$ cat src/rtl/dbus_arbiter_pkg.sv
// Shared definitions for the ARM9-side data-bus arbiter: region nibbles,
// region index encoding, owner FSM states and small conversion helpers.
package dbus_arbiter_pkg;

    localparam logic [3:0] REG_ROM  = 4'h0;
    localparam logic [3:0] REG_RAM  = 4'h4;
    localparam logic [3:0] REG_GPIO = 4'hd;
    localparam logic [3:0] REG_UART = 4'he;

    // Nibble that decodes to no slave; used to park the read-return decoder.
    localparam logic [3:0] REG_UNMAPPED = 4'hf;

    typedef enum logic [2:0] {
        RGN_RAM  = 3'd0,
        RGN_ROM  = 3'd1,
        RGN_UART = 3'd2,
        RGN_GPIO = 3'd3,
        RGN_NONE = 3'd4
    } region_e;

    typedef enum logic [1:0] {
        ST_IDLE = 2'd0,
        ST_OWN0 = 2'd1,
        ST_OWN1 = 2'd2
    } state_e;

    function automatic region_e sel_to_region(input logic [3:0] sel);
        region_e r;
        case (sel)
            4'b0001: r = RGN_RAM;
            4'b0010: r = RGN_ROM;
            4'b0100: r = RGN_UART;
            4'b1000: r = RGN_GPIO;
            default: r = RGN_NONE;
        endcase
        return r;
    endfunction

    function automatic logic [3:0] region_nibble(input region_e r);
        logic [3:0] nib;
        case (r)
            RGN_RAM:  nib = REG_RAM;
            RGN_ROM:  nib = REG_ROM;
            RGN_UART: nib = REG_UART;
            RGN_GPIO: nib = REG_GPIO;
            default:  nib = REG_UNMAPPED;
        endcase
        return nib;
    endfunction

endpackage

$ cat src/rtl/dbus_arbiter_region_dec.sv
// Address-region decoder: top address nibble to one-hot slave select
// ([0] RAM, [1] ROM, [2] UART, [3] GPIO) plus an unmapped flag.
module dbus_region_dec
    import dbus_arbiter_pkg::*;
(
    input  logic [3:0] addr_hi,
    output logic [3:0] sel,
    output logic       unmapped
);

    always_comb begin
        sel      = 4'b0000;
        unmapped = 1'b0;
        case (addr_hi)
            REG_RAM:  sel = 4'b0001;
            REG_ROM:  sel = 4'b0010;
            REG_UART: sel = 4'b0100;
            REG_GPIO: sel = 4'b1000;
            default:  unmapped = 1'b1;
        endcase
    end

endmodule

$ cat src/rtl/dbus_arbiter.sv
// Two-master data-bus arbiter with bounded-hold fairness, region decode,
// slave chip selects, registered read return and unmapped-access error.
//
// state   | meaning
// --------+------------------------------------------
// ST_IDLE | no master owned the bus last cycle
// ST_OWN0 | M0 (CPU data port) owned the bus last cycle
// ST_OWN1 | M1 (boot/debug loader) owned the bus last cycle
module dbus_arbiter
    import dbus_arbiter_pkg::*;
#(
    parameter int unsigned HOLD_MAX      = 8,
    parameter logic [31:0] DEFAULT_RDATA = 32'hDEAD_BEEF
) (
    input  logic        clk,
    input  logic        rst,

    input  logic        m0_cen,
    input  logic        m0_wen,
    input  logic [31:0] m0_addr,
    input  logic [31:0] m0_wdata,
    input  logic [3:0]  m0_flag,
    output logic        m0_gnt,
    output logic [31:0] m0_rdata,
    output logic        m0_rvld,

    input  logic        m1_cen,
    input  logic        m1_wen,
    input  logic [31:0] m1_addr,
    input  logic [31:0] m1_wdata,
    input  logic [3:0]  m1_flag,
    output logic        m1_gnt,
    output logic [31:0] m1_rdata,
    output logic        m1_rvld,

    output logic        s_wen,
    output logic [31:0] s_addr,
    output logic [31:0] s_wdata,
    output logic [3:0]  s_flag,
    output logic [3:0]  s_sel,

    input  logic [31:0] rom_rdata,
    input  logic [31:0] ram_rdata,
    input  logic [31:0] uart_rdata,
    input  logic [31:0] gpio_rdata,

    output logic        err
);

    localparam logic [3:0] HOLD_LIM = 4'(HOLD_MAX);

    state_e      state_q, state_d;
    logic [3:0]  hold_cnt_q, hold_cnt_d;
    logic        rd_vld_q, rd_vld_d;
    logic        rd_owner_q, rd_owner_d;
    region_e     rd_region_q, rd_region_d;
    logic        err_q, err_d;

    logic        hold_hit;
    logic        gnt_any;
    logic        other_req;
    logic        req_wen;
    logic [31:0] req_addr;
    logic [31:0] req_wdata;
    logic [3:0]  req_flag;
    logic [3:0]  req_sel;
    logic        req_unmapped;
    logic [3:0]  rd_nib;
    logic [3:0]  rd_sel;
    logic        rd_unmapped;
    logic [31:0] ret_data;

    assign hold_hit = (hold_cnt_q == HOLD_LIM);

    always_ff @(posedge clk or posedge rst) begin
        if (rst) begin
            state_q <= ST_IDLE;
        end else begin
            state_q <= state_d;
        end
    end

    // The next state is also this cycle's selected owner.
    always_comb begin
        state_d = ST_IDLE;
        case (state_q)
            ST_OWN0: begin
                if (m0_cen && !(m1_cen && hold_hit)) state_d = ST_OWN0;
                else if (m1_cen)                     state_d = ST_OWN1;
                else                                 state_d = ST_IDLE;
            end
            ST_OWN1: begin
                if (m1_cen && !(m0_cen && hold_hit)) state_d = ST_OWN1;
                else if (m0_cen)                     state_d = ST_OWN0;
                else                                 state_d = ST_IDLE;
            end
            default: begin
                if (m0_cen)      state_d = ST_OWN0;
                else if (m1_cen) state_d = ST_OWN1;
                else             state_d = ST_IDLE;
            end
        endcase
    end

    always_comb begin
        m0_gnt  = (state_d == ST_OWN0) && m0_cen;
        m1_gnt  = (state_d == ST_OWN1) && m1_cen;
        gnt_any = m0_gnt || m1_gnt;
    end

    always_comb begin
        if (m1_gnt) begin
            req_wen   = m1_wen;
            req_addr  = m1_addr;
            req_wdata = m1_wdata;
            req_flag  = m1_flag;
        end else begin
            req_wen   = m0_wen;
            req_addr  = m0_addr;
            req_wdata = m0_wdata;
            req_flag  = m0_flag;
        end
    end

    dbus_region_dec u_req_dec (
        .addr_hi  (req_addr[31:28]),
        .sel      (req_sel),
        .unmapped (req_unmapped)
    );

    always_comb begin
        s_addr  = req_addr;
        s_wdata = req_wdata;
        s_flag  = req_flag;
        s_sel   = gnt_any ? req_sel : 4'b0000;
        s_wen   = gnt_any && req_wen && !req_unmapped;
    end

    // Fairness counter only advances while the other master is waiting.
    always_comb begin
        other_req  = (state_d == ST_OWN0) ? m1_cen : m0_cen;
        hold_cnt_d = hold_cnt_q;
        if (state_d == ST_IDLE) begin
            hold_cnt_d = 4'd0;
        end else if (state_d != state_q) begin
            hold_cnt_d = 4'd1;
        end else if (other_req) begin
            hold_cnt_d = (hold_cnt_q >= HOLD_LIM) ? HOLD_LIM : hold_cnt_q + 4'd1;
        end
    end

    always_comb begin
        rd_vld_d    = gnt_any && !req_wen;
        rd_owner_d  = rd_owner_q;
        rd_region_d = rd_region_q;
        if (rd_vld_d) begin
            rd_owner_d  = m1_gnt;
            rd_region_d = sel_to_region(req_sel);
        end
        err_d = gnt_any && req_unmapped;
    end

    always_ff @(posedge clk or posedge rst) begin
        if (rst) begin
            hold_cnt_q  <= 4'd0;
            rd_vld_q    <= 1'b0;
            rd_owner_q  <= 1'b0;
            rd_region_q <= RGN_NONE;
            err_q       <= 1'b0;
        end else begin
            hold_cnt_q  <= hold_cnt_d;
            rd_vld_q    <= rd_vld_d;
            rd_owner_q  <= rd_owner_d;
            rd_region_q <= rd_region_d;
            err_q       <= err_d;
        end
    end

    assign rd_nib = region_nibble(rd_region_q);

    dbus_region_dec u_rd_dec (
        .addr_hi  (rd_nib),
        .sel      (rd_sel),
        .unmapped (rd_unmapped)
    );

    always_comb begin
        ret_data = DEFAULT_RDATA;
        if (!rd_unmapped) begin
            ret_data = ({32{rd_sel[0]}} & ram_rdata)
                     | ({32{rd_sel[1]}} & rom_rdata)
                     | ({32{rd_sel[2]}} & uart_rdata)
                     | ({32{rd_sel[3]}} & gpio_rdata);
        end
    end

    always_comb begin
        m0_rvld  = rd_vld_q && !rd_owner_q;
        m1_rvld  = rd_vld_q &&  rd_owner_q;
        m0_rdata = m0_rvld ? ret_data : 32'd0;
        m1_rdata = m1_rvld ? ret_data : 32'd0;
        err      = err_q;
    end

endmodule

$ cat config.mk
export PLATFORM = sky130hd
export DESIGN_NAME = dbus_arbiter
export DESIGN_NICKNAME = d
export VERILOG_FILES = /design/src/rtl/dbus_arbiter_pkg.sv /design/src/rtl/dbus_arbiter_region_dec.sv /design/src/rtl/dbus_arbiter.sv
export SDC_FILE = /design/constraint.sdc
export NUM_CORES = 1
export LEC_CHECK = 0
export ABC_AREA = 0
export CORE_AREA = 2 2 158 160
export DETAILED_ROUTE_END_ITERATION = 6
export DIE_AREA = 0 0 160 162
export DONT_BUFFER_PORTS = 1
export GPL_TIMING_DRIVEN = 0
export SLEW_MARGIN = 40
export SYNTH_ARGS = -nofsm -noshare
export SYNTH_HDL_FRONTEND = slang
export SYNTH_SLANG_ARGS = --single-unit
$ cat constraint.sdc
create_clock -name clk -period 10.3 [get_ports clk]
set_clock_uncertainty 0.15 [all_clocks]
set_input_delay 2.06 -clock clk [delete_from_list [all_inputs] [get_ports clk]]
set_output_delay 2.06 -clock clk [all_outputs]
set_load 0.02 [all_outputs]
* Word-level counts from Yosys, hierarchy flattened
Index checks and enable logic that the tools add are counted.
Storage, ports and cells: output and inout port bits 142, bits in latches 0, register bits after elaboration 12, RAM bits 0, bits of input ports 270, memories 0, bits in read-only memories 0, word-level logic and storage cells 82
Operators by class: shifts and indexed selects 0, reduce and logical (&&, ||, !) cells 24, order comparisons 1, div/mod/pow operators 0, multiplexer cells 24, eq/ne operators 19, bitwise logic cells 7, add/subtract/negate cells 1, $mul 0
Operators by type and width (count):
- 32-bit 2-to-1 mux | 5
- 32-bit AND | 4
- 32-bit bitwise OR | 3
- 4-bit one-hot mux with 4 select lines | 3
- 4-bit equality test (second input constant) | 6
- 4-bit 2-to-1 mux | 6
- 4-bit by 3-bit equality test with 1-bit output (second input constant) | 3
- 1-bit logical AND | 12
- 3-bit one-hot mux with 4 select lines | 1
- 4-bit logical NOT | 2
- 2-bit 2-to-1 mux | 4
- 4-bit OR reduction | 2
- 3-bit by 2-bit equality test with 1-bit output (second input constant) | 2
- 4-bit by 1-bit adder with 4-bit output (second input constant) | 1
- 2-bit by 1-bit equality test with 1-bit output (second input constant) | 2
- 2-bit equality test (second input constant) | 2
- 4-bit by 1-bit equality test with 1-bit output (second input constant) | 1
- 4-bit by 2-bit equality test with 1-bit output (second input constant) | 1
- 4-bit >= comparator (second input constant) | 1
- 1-bit logical NOT | 4
- 1-bit 2-to-1 mux | 4
- 2-bit one-hot mux with 2 select lines | 1
- 3-bit by 1-bit equality test with 1-bit output (second input constant) | 1
- 3-bit logical NOT | 1
- 4 further kinds | 4

* Longest topological paths before layout
Gate-level depths: netlist of run 1.
word-level depth 13, depth in mapped cells 11, depth with buffers taken out 8

* By module
From an unflattened synthesis of run 1, not the netlist that was laid out.
Unflattened totals: cell total of the unflattened synthesis 378, area total of the unflattened synthesis 3208.1 µm²
Modules (own cells, without submodules):
- dbus_arbiter | area each 3105.5 µm², cells each 362, instances 1, seq. area each 301.5 µm²
- dbus_region_dec | area each 51.3 µm², cells each 8, instances 2, seq. area each 0.0 µm²

* Worst setup path before layout of run 1
OpenSTA, ideal clock, no wires.
path kind input -> output, start point input m0_cen, end point output s_sel[2], arrival time 3.753 ns, slack 4.337 ns, buffers on the path 2, required time 8.090 ns, stages on the path 8, path through inv_1 ha_1 nor2b_4 or4_4 and2_4 buf_12 buf_6 o32ai_2
Between the ends: longest elaborated chain between the ends 11, elaborated cells on any way between the ends 21, classes of those cells eq/ne (5); mux (8); reduce/logical (8)
Ends and longest elaborated chain:
- start, declared | line dbus_arbiter.sv:18 | input logic m0_cen,
- 1-bit logical AND | line dbus_arbiter.sv:93 | if (m1_cen && !(m0_cen && hold_hit)) state_d = ST_OWN1;
- 1-bit logical NOT | line dbus_arbiter.sv:93
- 1-bit logical AND | line dbus_arbiter.sv:93
- 2-bit 2-to-1 mux | line dbus_arbiter.sv:93
- 2-bit one-hot mux with 2 select lines | line dbus_arbiter.sv:86 | case (state_q)
- 2-bit equality test | line dbus_arbiter.sv:107 | m1_gnt = (state_d == ST_OWN1) && m1_cen;
- 1-bit logical AND | line dbus_arbiter.sv:107
- 32-bit 2-to-1 mux | line dbus_arbiter.sv:112 | if (m1_gnt) begin
- 4-bit equality test (tied with other cells) | line dbus_arbiter_region_dec.sv:14 | case (addr_hi)
- 4-bit one-hot mux with 4 select lines | line dbus_arbiter_region_dec.sv:14
- 4-bit 2-to-1 mux * | line dbus_arbiter.sv:135 | s_sel = gnt_any ? req_sel : 4'b0000;
- end, declared | line dbus_arbiter.sv:40 | output logic [3:0] s_sel,
Mark *: on every way between the ends. The rest lies on a longest branch, timed or not.

* Worst setup path in the final report of run 1
start point register rd_region_q[0], end point output m0_rdata[27]
Between the ends: longest elaborated chain between the ends 10, elaborated cells on any way between the ends 20, classes of those cells eq/ne (6); mux (4); bitwise (7); reduce/logical (3)
Ends and longest elaborated chain:
- start, declared | line dbus_arbiter.sv:56 | region_e rd_region_q, rd_region_d;
- start signal, assigned | line dbus_arbiter.sv:174 | rd_region_q <= rd_region_d;
- 3-bit by 2-bit equality test with 1-bit output (tied with other cells) | line dbus_arbiter_pkg.sv:41 | case (r)
- 4-bit one-hot mux with 4 select lines * | line dbus_arbiter_pkg.sv:41
- 4-bit equality test (tied with other cells) | line dbus_arbiter_region_dec.sv:14
- 4-bit one-hot mux with 4 select lines | line dbus_arbiter_region_dec.sv:14
- 32-bit AND (on tied branches) | line dbus_arbiter.sv:190, dbus_arbiter.sv:191
- 32-bit bitwise OR | line dbus_arbiter.sv:191 | | ({32{rd_sel[1]}} & rom_rdata)
- 32-bit bitwise OR | line dbus_arbiter.sv:192 | | ({32{rd_sel[2]}} & uart_rdata)
- 32-bit bitwise OR | line dbus_arbiter.sv:193 | | ({32{rd_sel[3]}} & gpio_rdata);
- 32-bit 2-to-1 mux * | line dbus_arbiter.sv:189 | if (!rd_unmapped) begin
- 32-bit 2-to-1 mux * | line dbus_arbiter.sv:200 | m0_rdata = m0_rvld ? ret_data : 32'd0;
- end, declared | line dbus_arbiter.sv:24 | output logic [31:0] m0_rdata,
Marks and branches as above.

==> flow_summary.ini, run 1 <==
[layout]
multi_input_area_sq_um = 2907
seq_area_sq_um = 301.5
num-fill-cells = 2776
stdcell_area_sq_um = 4026
nets = 704
fin_util = 0.1670
layout-drive-gt1-share = 0.2193
n_antenna_cell = 0
area_growth_pct = 14.07

[clock_tree]
cts_root_buf = clkbuf_16
clk_pin_slew_worst_paths_ns = 0.04
cts_setup_buffers = 0
clkSinkCount = 12
insertion_delay_ns = 0.24
cts_hold_buf = 0
htree_levels = 1
clock_path_buffers = 2
numCtsBuffers = 3
cts_tree = yes
cts.repair.resized = 0

[synth]
netlist_area_sq_um = 3530
synthAdderAreaFrac = 0.03190
synthXorXnorAreaFrac = 0.004963
synth_edf_count = 0
avgSynthCellArea_sq_um = 8.404
synth_flop_cell = dfrtp_1
synth_simple_gate_area_frac = 0.2201
synth_top_family_by_area = multiplexers
ys_types = 55
synthCells = 420
ys_ff_latch = 12
synth_warnings = 0
synth_seq_area_share = 0.08543
synthArstFlopShare = 1.000
synthMuxAreaShare = 0.3828
synth.net_count = 699
synth_compound_area_frac = 0.1801

[worst_setup_path]
startpoint = rd_region_q[0]
r2r_cells = 9
worstSetupEndpointType = output pin
arrival_ns = 4.27
cp_top_family = buffers and inverters
cp_num_cells = 9
r2r_start = state_q[0]
crit_path_max_incr_delay_ns = 0.70
r2r_end = err
critPathSlowestCell = clkbuf_1
path_cells = clkbuf_1 -> clkbuf_1 -> inv_1 -> or3_1 -> ha_1 -> nand2b_1 -> clkbuf_1 -> a222oi_1 -> nor2_1
crit_path_end = m0_rdata[27]
startpoint_type = flop
rrSetupSlack_ns = 7.65
worst-path-buf-inv = 4
crit_path_frequent_cell = clkbuf_1
worstPathMaxFanout = 10
cp.required_ns = 8.09
critical_path_class = flop to output pin

[drt]
wire_per_inst_microns = 25.93
vias = 3646
drtPass1Iterations = 7
drtAntennaViolNets = 0
drtIter0Drc = 474
drc = 1
viasPerCell = 4.874
drt_wl_total_microns = 19400

[pwr]
power_w = 0.001215
power_leakage_nw = 1.779
peakVddDrop_uv = 139.9
p_per_area_nw_per_um2 = 301.7

[timing]
clock.fmax_ghz = 0.1544
slew_viol_final = 0
period_minus_slack_ns = 6.475
relSlewSlack = 0.4369
min_period_over_period = 0.6287
setup_viol_count_final = 0
rsz0062_at_grt = no
worst_pin_slew_ns = 0.8447
tns_ns = 0
whs_ns = 0.3928
hold_viol = 0

[grt]
grt_start_max_net_pins = 13
antenna_found_initial = 1
grt.overflow.total = 0
grt_pass1_vias = 3342
grtUsageTotal = 0.1346
grt_pass1_wl_microns = 25420

[flow_run]
max-cap-violations = 0

[floorplanning]
die_width_microns = 160
io_pins = 412
start_util = 0.1464
die_h_microns = 162
rows = 57
dieArea_sq_um = 25920
core-area_sq_um = 24110

[placed_design]
port_buffers = 0
finalWeightedCongestion = 0.9103
dp_hpwl_microns = 17140
dpl-instance-area_sq_um = 3948

[status]
status = finished with violations
violations = DRC

[worst_hold_path]
hold_path_class = flop to flop
## metrics by stage
step	setup WS, ns	cells
2_1_floorplan	4.337	420
3_3_place_gp	3.482	744
3_5_place_dp	3.980	744
4_1_cts	3.727	748
5_1_grt	3.593	748
6_report	3.825	748
## state kept, by name, indices dropped and copies added, names as in the netlist
signal and count:
err 1, rd_owner_q 1, state_q 2, hold_cnt_q 4, rd_region_q 3, rd_vld_q 1
## area by class of cell
| type | instances | area share |
|---|---|---|
| buffer | 33 | 0.06339 |
| clock buffer | 4 | 0.01958 |
| inverter | 21 | 0.01958 |
| multi-input combinational | 354 | 0.7219 |
| sequential | 12 | 0.07489 |
| tap | 324 | 0.1007 |
## layout by cell type, fill, tap and decap left out, drive strengths merged, types with 4 or more instances in the layout
master and n:
nand2 42, inv 21, a22oi 9, a21oi 13, nor2b 11, clkbuf 25, mux2 69, a222oi 24
nor2 72, dfrtp 11, nand3 11, nand4 4, nand2b 4, buf 12, or3 5, mux2i 33
ha 9
## cells in the mapped netlist (3+ instances only)
cell	instances	share of area
or3_1	5	0.0089
o21ai_0	3	0.0043
a22oi_1	9	0.019
nor2b_1	10	0.018
mux2_2	4	0.013
nand3_1	11	0.016
buf_12	7	0.040
nand2_1	42	0.045
nor2_1	72	0.077
inv_1	21	0.022
a311oi_1	3	0.0074
nand4b_1	3	0.0074
dfrtp_1	11	0.078
nand2b_1	4	0.0071
clkbuf_1	21	0.022
mux2i_1	33	0.094
ha_1	9	0.032
nand3b_1	3	0.0064
a21oi_1	13	0.018
nand4_1	4	0.0071
o211ai_1	3	0.0064
mux2_4	65	0.28
a222oi_1	24	0.068
## how the worst min path moves through the flow
stage | startpoint | end | slack, ns | cells after the start
floorplan | rd_owner_q | rd_owner_q | 0.34 | 1
global placement | rd_owner_q | rd_owner_q | 0.39 | 1
detailed placement | rd_owner_q | rd_owner_q | 0.40 | 1
CTS | rd_owner_q | rd_owner_q | 0.41 | 1
global route | rd_owner_q | rd_owner_q | 0.44 | 1
finish | rd_owner_q | rd_owner_q | 0.39 | 1
## report_power, final
part / internal, W / leakage (nW) / switching, W
sequential: 0.0000685 / 0.151 / 0.0000171
combinational: 0.000375 / 1.59 / 0.000683
clock: 0.0000519 / 0.0382 / 0.0000186
total: 0.000496 / 1.78 / 0.000719
## cells by family after synthesis
| group | Yosys count |
|---|---|
| XOR/XNOR | 2 |
| AO/OA/AOI/OAI | 75 |
| adder cells (fa/ha/maj) | 9 |
| buffers and inverters | 54 |
| multiplexers | 102 |
| AND/OR/NAND/NOR | 166 |
| flip-flops | 12 |
## metal layers
| layer | global-route usage | share of wire |
|---|---|---|
| met3 | 0.04137 | 0.11 |
| met2 | 0.2468 | 0.52 |
| met4 | 0.02170 | 0.016 |
| met5 | 0 | 0.00067 |
| met1 | 0.1564 | 0.35 |
(Power assumes the default switching activity.)
==> inputs of run 2 (changes only) <==
clock period = 6.4 ns   (was 10.3 ns; I/O delays follow)
==> results of run 2 <==
Same layout as run 1 (identical final DEF). Status: finished with violations: DRC.
Among the figures that moved: setup slack after placement 3.980 ns -> 0.8595 ns; setup slack after layout 3.825 ns -> 0.7046 ns; register-to-register setup slack 7.65 ns -> 3.75 ns; total power 0.001215 W -> 0.001955 W; worst IR drop on VDD 139.9 uV -> 225.1 uV
